### config.mk
export PLATFORM = sky130hd
export DESIGN_NAME = vc_mux3_tdm_sched_flat
export DESIGN_NICKNAME = d
export VERILOG_FILES = /design/src/rtl/vc_mux3_tdm_sched_if.sv /design/src/rtl/vc_mux3_tdm_sched.sv /design/src/flat_wrapper.sv
export SDC_FILE = /design/constraint.sdc
export NUM_CORES = 1
export LEC_CHECK = 0
export BUFFER_PORTS_ARGS = -buffer_cell sky130_fd_sc_hd__buf_2
export CAP_MARGIN = 20
export CORE_MARGIN = 2
export CORE_UTILIZATION = 45
export CTS_BUF_LIST = sky130_fd_sc_hd__clkbuf_16
export DETAILED_ROUTE_END_ITERATION = 12
export PLACE_DENSITY = 0.71
export SLEW_MARGIN = 20
export SYNTH_ARGS = -nofsm -noshare
export SYNTH_HDL_FRONTEND = slang
export SYNTH_SLANG_ARGS = --single-unit
### constraint.sdc
create_clock -name clk -period 3.1 [get_ports clk]
set_input_delay 0.155 -clock clk [delete_from_list [all_inputs] [get_ports clk]]
set_output_delay 0.155 -clock clk [all_outputs]
set_load 0.02 [all_outputs]
### src/rtl/vc_mux3_tdm_sched_if.sv
`default_nettype none
// +----------------------------------------------------------------------------+
// | Module   : vc_mux3_tdm_sched_if                                            |
// | Purpose  : Bundle of request/handshake/select signals between the three    |
// |            security domains, the TDM scheduler and the shared output mux.  |
// | Signals  : req_val[2:0]  per-domain request valid (bit i = domain Li)      |
// |            req_rdy[2:0]  per-domain ready                                  |
// |            out_val       valid toward the mux-output consumer              |
// |            out_rdy       consumer ready                                    |
// |            sel[1:0]      mux select, 2'b11 = parked                        |
// |            cur_dom[1:0]  domain owning current / most recent slot          |
// |            slot_start    first cycle of every slot                         |
// | Modports : master = scheduler side, slave = requesters/consumer side       |
// | Revision : 1.0  initial release                                            |
// +----------------------------------------------------------------------------+
interface vc_mux3_tdm_sched_if;
   logic [2:0] req_val;
   logic [2:0] req_rdy;
   logic       out_val;
   logic       out_rdy;
   logic [1:0] sel;
   logic [1:0] cur_dom;
   logic       slot_start;

   modport master (
      input  req_val,
      input  out_rdy,
      output req_rdy,
      output out_val,
      output sel,
      output cur_dom,
      output slot_start
   );

   modport slave (
      output req_val,
      output out_rdy,
      input  req_rdy,
      input  out_val,
      input  sel,
      input  cur_dom,
      input  slot_start
   );
endinterface
`default_nettype wire

### src/rtl/vc_mux3_tdm_sched.sv
`default_nettype none
// +----------------------------------------------------------------------------+
// | Module   : vc_mux3_tdm_sched                                               |
// | Purpose  : Fixed time-division scheduler for a 3-domain output mux. Slots  |
// |            rotate domain 0 -> 1 -> 2 with a parked drain gap between them; |
// |            slot timing is independent of request activity.                |
// | Ports    : clk    clock                                                    |
// |            reset  synchronous, active-low reset                            |
// |            bus    vc_mux3_tdm_sched_if.master (req_val/req_rdy, out_val/   |
// |                   out_rdy, sel, cur_dom, slot_start)                       |
// | Params   : p_slot_len  cycles per domain slot (1..255)                     |
// |            p_drain_len dead cycles between slots (0..255, 0 = none)        |
// | Option   : VC_MUX3_SCHED_SKIP_IDLE_EN - work-conserving mode: a slot whose |
// |            owner is idle on its first cycle ends after that cycle.         |
// |            Not timing-channel free; non-secure builds only.                |
// | Revision : 1.0  initial release                                            |
// +----------------------------------------------------------------------------+
module vc_mux3_tdm_sched #(
   parameter int unsigned p_slot_len  = 4,
   parameter int unsigned p_drain_len = 1
) (
   input  wire logic             clk,
   input  wire logic             reset,
   vc_mux3_tdm_sched_if.master   bus
);

   typedef enum logic [0:0] {
      SLOT  = 1'b0,
      DRAIN = 1'b1
   } state_t;

   localparam logic [7:0] c_slot_last  = 8'(p_slot_len - 1);
   localparam logic [7:0] c_drain_last = 8'(p_drain_len - 1);
   localparam bit         c_has_drain  = (p_drain_len != 0);

   state_t     r_state;
   logic [1:0] r_cur_dom;
   logic [7:0] r_cnt;

   state_t     w_state_nxt;
   logic [1:0] w_dom_nxt;
   logic [7:0] w_cnt_nxt;
   logic [1:0] w_next_dom;
   logic [2:0] w_dom_onehot;
   logic       w_slot_end;
   logic [1:0] w_sel;
   logic       w_out_val;
   logic [2:0] w_req_rdy;
   logic       w_slot_start;

   // Rotation never produces 3; the one-hot decode keeps every request bit
   // gated by the owning domain so no other domain's valid leaks out.
   assign w_next_dom   = (r_cur_dom == 2'd2) ? 2'd0 : r_cur_dom + 2'd1;
   assign w_dom_onehot = {r_cur_dom == 2'd2, r_cur_dom == 2'd1, r_cur_dom == 2'd0};

   always_ff @(posedge clk) begin
      if (!reset) begin
         r_state   <= SLOT;
         r_cur_dom <= 2'd0;
         r_cnt     <= 8'd0;
      end else begin
         r_state   <= w_state_nxt;
         r_cur_dom <= w_dom_nxt;
         r_cnt     <= w_cnt_nxt;
      end
   end

   always_comb begin
      w_state_nxt  = r_state;
      w_dom_nxt    = r_cur_dom;
      w_cnt_nxt    = r_cnt + 8'd1;
      w_sel        = 2'b11;
      w_out_val    = 1'b0;
      w_req_rdy    = 3'b000;
      w_slot_start = 1'b0;
      w_slot_end   = 1'b0;
      case (r_state)
         SLOT: begin
            w_sel        = r_cur_dom;
            w_out_val    = |(w_dom_onehot & bus.req_val);
            w_req_rdy    = w_dom_onehot & {3{bus.out_rdy}};
            w_slot_start = (r_cnt == 8'd0);
            w_slot_end   = (r_cnt == c_slot_last);
`ifdef VC_MUX3_SCHED_SKIP_IDLE_EN
            // Idle owner on the first slot cycle forfeits the rest of the slot.
            if ((r_cnt == 8'd0) && !(|(w_dom_onehot & bus.req_val)))
               w_slot_end = 1'b1;
`endif
            if (w_slot_end) begin
               w_cnt_nxt = 8'd0;
               if (c_has_drain)
                  w_state_nxt = DRAIN;
               else
                  w_dom_nxt = w_next_dom;
            end
         end
         DRAIN: begin
            // cur_dom keeps the previous owner until the next slot begins.
            if (r_cnt == c_drain_last) begin
               w_state_nxt = SLOT;
               w_dom_nxt   = w_next_dom;
               w_cnt_nxt   = 8'd0;
            end
         end
         default: begin
            w_state_nxt = SLOT;
         end
      endcase
   end

   assign bus.sel        = w_sel;
   assign bus.out_val    = w_out_val;
   assign bus.req_rdy    = w_req_rdy;
   assign bus.cur_dom    = r_cur_dom;
   assign bus.slot_start = w_slot_start;

endmodule
`default_nettype wire
### src/flat_wrapper.sv
// flat-port wrapper written by rule: the top's interface ports become plain ports
module vc_mux3_tdm_sched_flat 
#(
   parameter int unsigned p_slot_len  = 4,
   parameter int unsigned p_drain_len = 1
)
  (clk, reset, bus_req_val, bus_out_rdy, bus_req_rdy, bus_out_val, bus_sel, bus_cur_dom, bus_slot_start);
  vc_mux3_tdm_sched_if bus_i ();
  input  wire logic clk;
  input  wire logic reset;
  input wire logic [$bits(bus_i.req_val)-1:0] bus_req_val;
  input wire logic [$bits(bus_i.out_rdy)-1:0] bus_out_rdy;
  output wire logic [$bits(bus_i.req_rdy)-1:0] bus_req_rdy;
  output wire logic [$bits(bus_i.out_val)-1:0] bus_out_val;
  output wire logic [$bits(bus_i.sel)-1:0] bus_sel;
  output wire logic [$bits(bus_i.cur_dom)-1:0] bus_cur_dom;
  output wire logic [$bits(bus_i.slot_start)-1:0] bus_slot_start;
  assign bus_i.req_val = bus_req_val;
  assign bus_i.out_rdy = bus_out_rdy;
  assign bus_req_rdy = bus_i.req_rdy;
  assign bus_out_val = bus_i.out_val;
  assign bus_sel = bus_i.sel;
  assign bus_cur_dom = bus_i.cur_dom;
  assign bus_slot_start = bus_i.slot_start;
  vc_mux3_tdm_sched #(.p_slot_len(p_slot_len), .p_drain_len(p_drain_len)) u_core (.clk(clk), .reset(reset), .bus(bus_i));
endmodule
==> impl_results.md, run 1 <==
- Outcome: completed
- Core area: 1285 sq um
- I/O pin total: 15
- Mapped Area: between 600 and 700 sq um
- CTS buffer count: 3
- Register area share after synthesis: 35.92%
- Hold Crit Start: reset
- Longest Clk Path Bufs: 2
- Max-cap viol count: 0
- Share of layout cells above drive strength 1: 24.39%
- Post-CTS Setup Repair Bufs: 0
- Ranking of synthesized cells by area: dfxtp_1 36%, o21ai_0 4.9%, o41ai_4 4.5%
- DRT antenna net count: 0
- Hold_buf cts: 0
- Overall via count from detail_route: 557
- Design Area, Final: 764.5 sq um
- Clock transition at the registers of the reported paths: 0.04 ns
- Slowest stage delay, CP: about 0.69 ns
- DRC viols: 0
- Die ar.: 1674 sq um
- Dpl cells: 93
- Critical Path Sink Type: flop
- Leakage: 0.3127 nW
- # resized after CTS: 0
- Top cell types by occurrence after synthesis: 11 x dfxtp_1, 6 x o21ai_0, 4 x nand3_1, 4 x nor2_1
- Worst Hold Depth: 2
- Vias in the first global route: 442
- Hold EP: u_core.r_cnt[1]
- Fin crit share: 61.62%
- First drt pass iteration count: 4
- WL final: roughly 1100 um
- Fin crit period: 1.910 ns
- Vias per cell: 5.742
- Effective utilization at floorplan: 47.71%
- Die width: 40.91 um
- Number of library cell types mapped by synthesis: 29
- FF-to-FF Start: u_core.r_cnt[3]
- Fmax: 0.5235 GHz
- Clk_skew: 0.003380 ns
- Area fraction of the dominant cell type after synthesis: 35.92%
- R2R Setup Slk: 1.19 ns
- Final Hold Fails: 0
- Crit Path Class: flop to flop
- Placed cell areas: 685.7 sq um
- Unrepaired setup endpoints after global routing: no
- Setup_tns: 0 ns
- Drt wl/cell: 11.61 um
- Buffer and inverter count on the worst path: 0
- Gpl congestion: 0.8023
- Largest area contributor in the netlist: dfxtp_1
- Rel. slew slack: 68.81%
- Worst reg2reg path endpoint: u_core.r_state
- Post-synthesis cell count: 68
- Crit path max fanout: 8
- GRT Total Usage: 14.95%
- Design Power: 0.4534 mW
- HP Class: input port to flop
- CP Cell Sequence: or4_1 -> or4b_1 -> a31o_1
- Final nets: 91
- Ys flop type: dfxtp_1
- Clock sinks: 11
- Layout area overhead: 24.69%
- Grt ovf: 0
- EDFF count, synth: 0
- Antenna cells: 0
- CTS tree: yes
- R2r worst-path depth: 3
- Max Transition Viols Final: 0
- Worst-margin pin slew: 0.4662 ns
- Async set or reset register ratio after synthesis: 0%
- Die height: 40.91 um
- Clock latency on the worst-skew pair: 0.23 ns
- Non-Filler Instances: between 90 and 100
- Most frequent cell after synthesis: dfxtp_1
- VDD IR max: around 0.00056 V
- Row count: 13
- Pwr dens: 593.1 nW/um^2
- CP Launch Type: flop
- Register bit total from synthesis: 11
- Crit path max-delay family: simple AND/OR/NAND/NOR gates
- Initial antenna violation count: 0
- Worst EP required: 3.23 ns
- IO Port Bufs: 14
- Synth Area per Inst: 9.016 sq um
- H-Tree Depth: 1
- Largest net degree at the start of global routing: 12
- Clock root cell: clkbuf_16
- Count of final setup violators: 0
- Syn_nets: 76
- Crit path DAT: between 2 and 2.5 ns
- First-pass GRT wire length: 1635 um
- CP max stage cell: or4_1
- Synth warnings: 0
- DR iter-0 viols: 16
[flip-flops by register name, summed over array words and instances, names as in the netlist]
register            flops
u_core.r_state          1
u_core.bus.cur_dom      2
u_core.r_cnt            8
[cells by family (layout without fill, tap and decap cells)]
family,after synthesis,count (layout),share of synthesized area [%]
AOI/OAI and AO/OA,13,13,15.71
muxes,2,2,3.265
adders and majority gates,2,2,4.081
buffers and inverters,7,21,4.489
xor gates and xnor gates,3,3,4.286
DFF,11,11,35.92
and+or+nand+nor,30,30,32.24
[final cells by class]
class                   instances  area (sq um)
flip-flops and latches         11         220.2
fillers                       114         520.5
well taps                      15         18.77
clock buffers                   3         75.07
repair buffers                 14         70.07
inverters                       3         11.26
clock inverters                 1         3.754
multi-input cells              50         365.4
[metrics by stage]
| step | util, % | hold slack, ns | setup slack [ns] |
|---|---|---|---|
| 2_1_floorplan | - | 0.2767 | 1.263 |
| 3_3_place_gp | 53.36 | 0.4775 | 1.236 |
| 3_5_place_dp | 53.36 | 0.4818 | 1.209 |
| 4_1_cts | 59.49 | 0.2420 | 1.196 |
| 5_1_grt | 59.49 | 0.2618 | 1.130 |
| 6_report | 59.49 | 0.2379 | 1.190 |
[where the power goes]
part           internal (mW)  switching [mW]  leakage, nW
Clock                  0.169          0.0565       0.0423
Sequential             0.149          0.0111       0.0893
Combinational         0.0295          0.0384        0.181
Total                  0.347           0.106        0.313
[how the worst max path moves through the flow]
stage                    start        endpoint  slack, ns  depth (start not counted)
2_1_floorplan  u_core.r_cnt[3]  bus_slot_start       1.26                          3
3_3_place_gp   u_core.r_cnt[3]  u_core.r_state       1.24                          3
3_5_place_dp   u_core.r_cnt[2]  u_core.r_state       1.21                          3
4_1_cts        u_core.r_cnt[3]  u_core.r_state       1.20                          3
5_1_grt        u_core.r_cnt[3]  u_core.r_state       1.13                          3
6_report       u_core.r_cnt[3]  u_core.r_state       1.19                          3
[layer usage]
metal	share of wire, %	routed length, um	GRT usage, %
met3	7.8	88	4.891
met5	0	0	0
met1	42	473	14.72
met2	49	552	28.52
met4	1.1	12	5.000
[cell usage in the layout, fill, tap and decap left out, types with 3 or more instances in the layout]
cell type | Yosys | routed
buf_2 | 1 | 14
dfxtp_1 | 11 | 11
o21ai_0 | 6 | 6
inv_1 | 3 | 4
nand3_1 | 4 | 4
nor2_1 | 4 | 4
or3_1 | 3 | 3
a21oi_1 | 3 | 3
clkbuf_16 | 0 | 3
Note: power is estimated with default switching activity, not from simulation.
==> run 2, diff against run 1 <==
--- a/config.mk
+++ b/config.mk
@@ -5,13 +5,14 @@
 export SDC_FILE = /design/constraint.sdc
 export NUM_CORES = 1
 export LEC_CHECK = 0
+export ABC_AREA = 1
 export BUFFER_PORTS_ARGS = -buffer_cell sky130_fd_sc_hd__buf_2
 export CAP_MARGIN = 20
 export CORE_MARGIN = 2
-export CORE_UTILIZATION = 45
+export CORE_UTILIZATION = 44
 export CTS_BUF_LIST = sky130_fd_sc_hd__clkbuf_16
 export DETAILED_ROUTE_END_ITERATION = 12
-export PLACE_DENSITY = 0.71
+export PLACE_DENSITY = 0.72
 export SLEW_MARGIN = 20
 export SYNTH_ARGS = -nofsm -noshare
 export SYNTH_HDL_FRONTEND = slang
==> constraint.sdc (replaced) <==
create_clock -name clk -period 1.7 [get_ports clk]
set_input_delay 0.085 -clock clk [delete_from_list [all_inputs] [get_ports clk]]
set_output_delay 0.085 -clock clk [all_outputs]
set_load 0.02 [all_outputs]
==> impl_results.md, run 2 <==
- R2r worst-path depth: 5 (+2)
- Final nets: 119 (+31%)
- Number of library cell types mapped by synthesis: 16 (-45%)
- Worst path depth: 7 (+4)
- Top cell types by occurrence after synthesis: 23 x nand2_1, 17 x inv_1, 16 x nor2_1, 11 x dfxtp_1, 6 x nand3_1
- Setup_tns: 0 ns (unchanged)
- Post-synthesis cell count: 92 (+35%)
- Ys flop type: dfxtp_1
- Register bit total from synthesis: 11 (unchanged)
- CTS buffer count: 3 (unchanged)
- Vias in the first global route: 413 (-6.6%)
- Clock root cell: clkbuf_16
- Largest area contributor in the netlist: dfxtp_1
- DP HPWL: 879.2 um
- Placed cell areas: 698.2 sq um (+1.8%)
- DRT antenna net count: 0 (unchanged)
- Fin worst setup slack: 0.3782 ns (-0.8116 ns)
- Crit Path Class: flop to output pin
- HP Class: input port to flop
- Dpl cells: 121 (+30%)
- Die ar.: 1699 sq um (+1.5%)
- I/O pin total: 15 (unchanged)
- Post-CTS Setup Repair Bufs: 0 (unchanged)
- First-pass GRT wire length: 1628 um (-0.43%)
- Effective utilization at floorplan: 46.83% (-0.88 points)
- Rel. slew slack: 86.41% (+18 points)
- Mapped Area: 609.3 sq um (-0.61%)
- Longest Clk Path Bufs: 2 (unchanged)
- Worst Setup EP: bus_out_val
- Syn_nets: 100 (+32%)
- CP Launch Type: flop
- Crit path max-delay family: flip-flops
- Register area share after synthesis: 36.14% (+0.22 points)
- IO Port Bufs: 14 (unchanged)
- Synth Area in Adders: 4.107% (+0.025 points)
- Worst EP required: 1.62 ns (-1.61 ns)
- Antenna cells: 0 (unchanged)
- EDFF count, synth: 0 (unchanged)
- GRT Total Usage: 15.51% (+0.56 points)
- Hold_buf cts: 0 (unchanged)
- Ranking of synthesized cells by area: dfxtp_1 36%, nand2_1 14%, inv_1 10%
- DR iter-0 viols: 12 (-4)
- Core area: 1301 sq um (+1.3%)
- Max Transition Viols Final: 0 (unchanged)
- Fmax: 0.7566 GHz
- Most frequent cells in the layout: 23 x nand2_1, 18 x inv_1, 16 x nor2_1, 14 x buf_2, 11 x dfxtp_1
- Worst setup path startpoint: u_core.bus.cur_dom[0]
- Buffer and inverter count on the worst path: 3 (+3)
- Largest family of logic cells by synthesized area: simple AND/OR/NAND/NOR gates
- Slowest stage delay, CP: 0.38 ns (-0.31 ns)
- DRC viols: 0 (unchanged)
- Fin crit share: 77.75%
- FF-to-FF Start: u_core.r_cnt[0]
- Initial antenna violation count: 0 (unchanged)
- Unrepaired setup endpoints after global routing: no
- Overall via count from detail_route: 583 (+4.7%)
- Biggest register: u_core.r_cnt
- First drt pass iteration count: 4 (unchanged)
- Gpl congestion: 0.6943 (-13%)
- Critical Path Sink Type: output pin
- Clock sinks: 11 (unchanged)
- Pwr dens: 1081 nW/um^2 (+82%)
- Design Area, Final: 777.0 sq um (+1.6%)
- Worst-margin pin slew: 0.2035 ns (-0.2627 ns)
- VDD IR max: 0.0007024 V (+26%)
- Post-synthesis compound-gate area fraction: 1.643% (-14 points)
- Clock latency on the worst-skew pair: 0.24 ns (about the same)
- Die height: 41.22 um (+0.75%)
- Commonest non-fill, non-tap cell in the layout: nand2_1
- Synth Area in XOR/XNOR: 4.312% (+0.026 points)
- Grt ovf: 0 (unchanged)
- Post-synthesis simple-gate area fraction: 43.33% (+11 points)
- Fraction of synthesized area in multiplexers: 0% (-3.3 points)
- Setup WS pre-CTS: 0.5388 ns (-0.6699 ns)
- Area fraction of the dominant cell type after synthesis: 36.14% (+0.22 points)
- Share of layout cells above drive strength 1: 20.91% (-3.5 points)
- Count of final setup violators: 0 (unchanged)
- H-Tree Depth: 1 (unchanged)
- Async set or reset register ratio after synthesis: 0% (unchanged)
- CP max stage cell: dfxtp_1
- Non-Filler Instances: 125 (+29%)
- CP Cell Sequence: inv_1 -> nor2_1 -> nand2_1 -> nand3_1 -> nand2_1 -> inv_1 -> buf_2
- Crit path DAT: 1.24 ns (-0.80 ns)
- Worst reg2reg path endpoint: u_core.r_cnt[6]
- Vias per cell: 4.664 (-19%)
- Synth Area per Inst: 6.623 sq um (-27%)
- Fin crit period: 1.322 ns
- Row count: 13 (unchanged)
- # resized after CTS: 0 (unchanged)
- Hold slack final: 0.09993 ns (-0.1380 ns)
- Die width: 41.22 um (+0.75%)
- Clock transition at the registers of the reported paths: 0.04 ns (about the same)
- Final Hold Fails: 0 (unchanged)
- Layout area overhead: 27.52%
- Largest register FFs: 8 (unchanged)
- R2R Setup Slk: 0.54 ns (-0.65 ns)
- Max-cap viol count: 0 (unchanged)
- Synth warnings: 0 (unchanged)
- Leakage: 0.4234 nW (+35%)
- Most frequent cell after synthesis: nand2_1
- Crit path max fanout: 5 (-3)
- CTS tree: yes
- Largest net degree at the start of global routing: 8 (-4)
- Clk_skew: 0.001369 ns (-0.002011 ns)
- WL final: 1173 um (+4.2%)
- Drt wl/cell: 9.384 um (-19%)
- Outcome: completed
run 2: cell types whose count changed after synthesis, sizes merged, moves of 3 or more:
cell	before	now
nor2	4	19
nor3	0	4
inv	3	17
clkbuf	3	0
o21ai	6	1
nand2	1	23
or3	3	0
nand3	4	9
run 2: metrics by stage:
stage	util (%)	total power, mW
finish	59.71	0.8397
global route	59.71	0.8818
CTS	59.71	0.8491
detailed placement	53.65	0.4234
global placement	53.65	0.4203
floorplan	-	0.3831
run 2: cells by family (layout without fill, tap and decap cells):
group | after synthesis | in the layout
adders and majority gates | 2 | 2
and+or+nand+nor | 57 | 57
AOI/OAI and AO/OA | 2 | 2
buffers and inverters | 17 | 35
xor gates and xnor gates | 3 | 3
DFF | 11 | 11
run 2: power by group:
part	internal, mW	switching [mW]	total (mW)
clock	0.308	0.113	0.421
combinational	0.0485	0.0808	0.129
sequential	0.273	0.0161	0.289
total	0.630	0.210	0.840
run 2: per-layer routing:
metal  track usage, %  part of all wire [%]  vias up
met4            16.94                   3.4        0
li1                 -                     -      315
met3            1.630                   5.9        4
met2            23.05                    40       21
met5                0                     0        -
met1            18.18                    51      243
run 2: worst reg2reg max path, stage by stage, from the launching register on:
cell	delay (ns)
dfxtp_1	0.37
ha_1	0.22
nand3_1	0.12
nor2_1	0.13
xor2_1	0.15
nor2_1	0.05
run 2: cell type report:
| class | instances | area, sq um |
|---|---|---|
| fillers | 136 | 524.3 |
| clock buffers | 3 | 75.07 |
| well taps | 15 | 18.77 |
| repair buffers | 14 | 70.07 |
| inverters | 17 | 63.81 |
| flip-flops and latches | 11 | 220.2 |
| clock inverters | 1 | 3.754 |
| multi-input cells | 64 | 325.3 |
run 2: how the worst min path moves through the flow:
stage                     startpoint  depth (start not counted)  slack [ns]              end
final                          reset                          3         0.1  u_core.r_cnt[1]
after global routing           reset                          3        0.14  u_core.r_cnt[1]
after CTS                      reset                          3        0.10  u_core.r_cnt[1]
after detailed placement       reset                          3        0.34  u_core.r_cnt[1]
after global placement         reset                          3        0.34  u_core.r_cnt[1]
after floorplan                reset                          2        0.18  u_core.r_cnt[1]
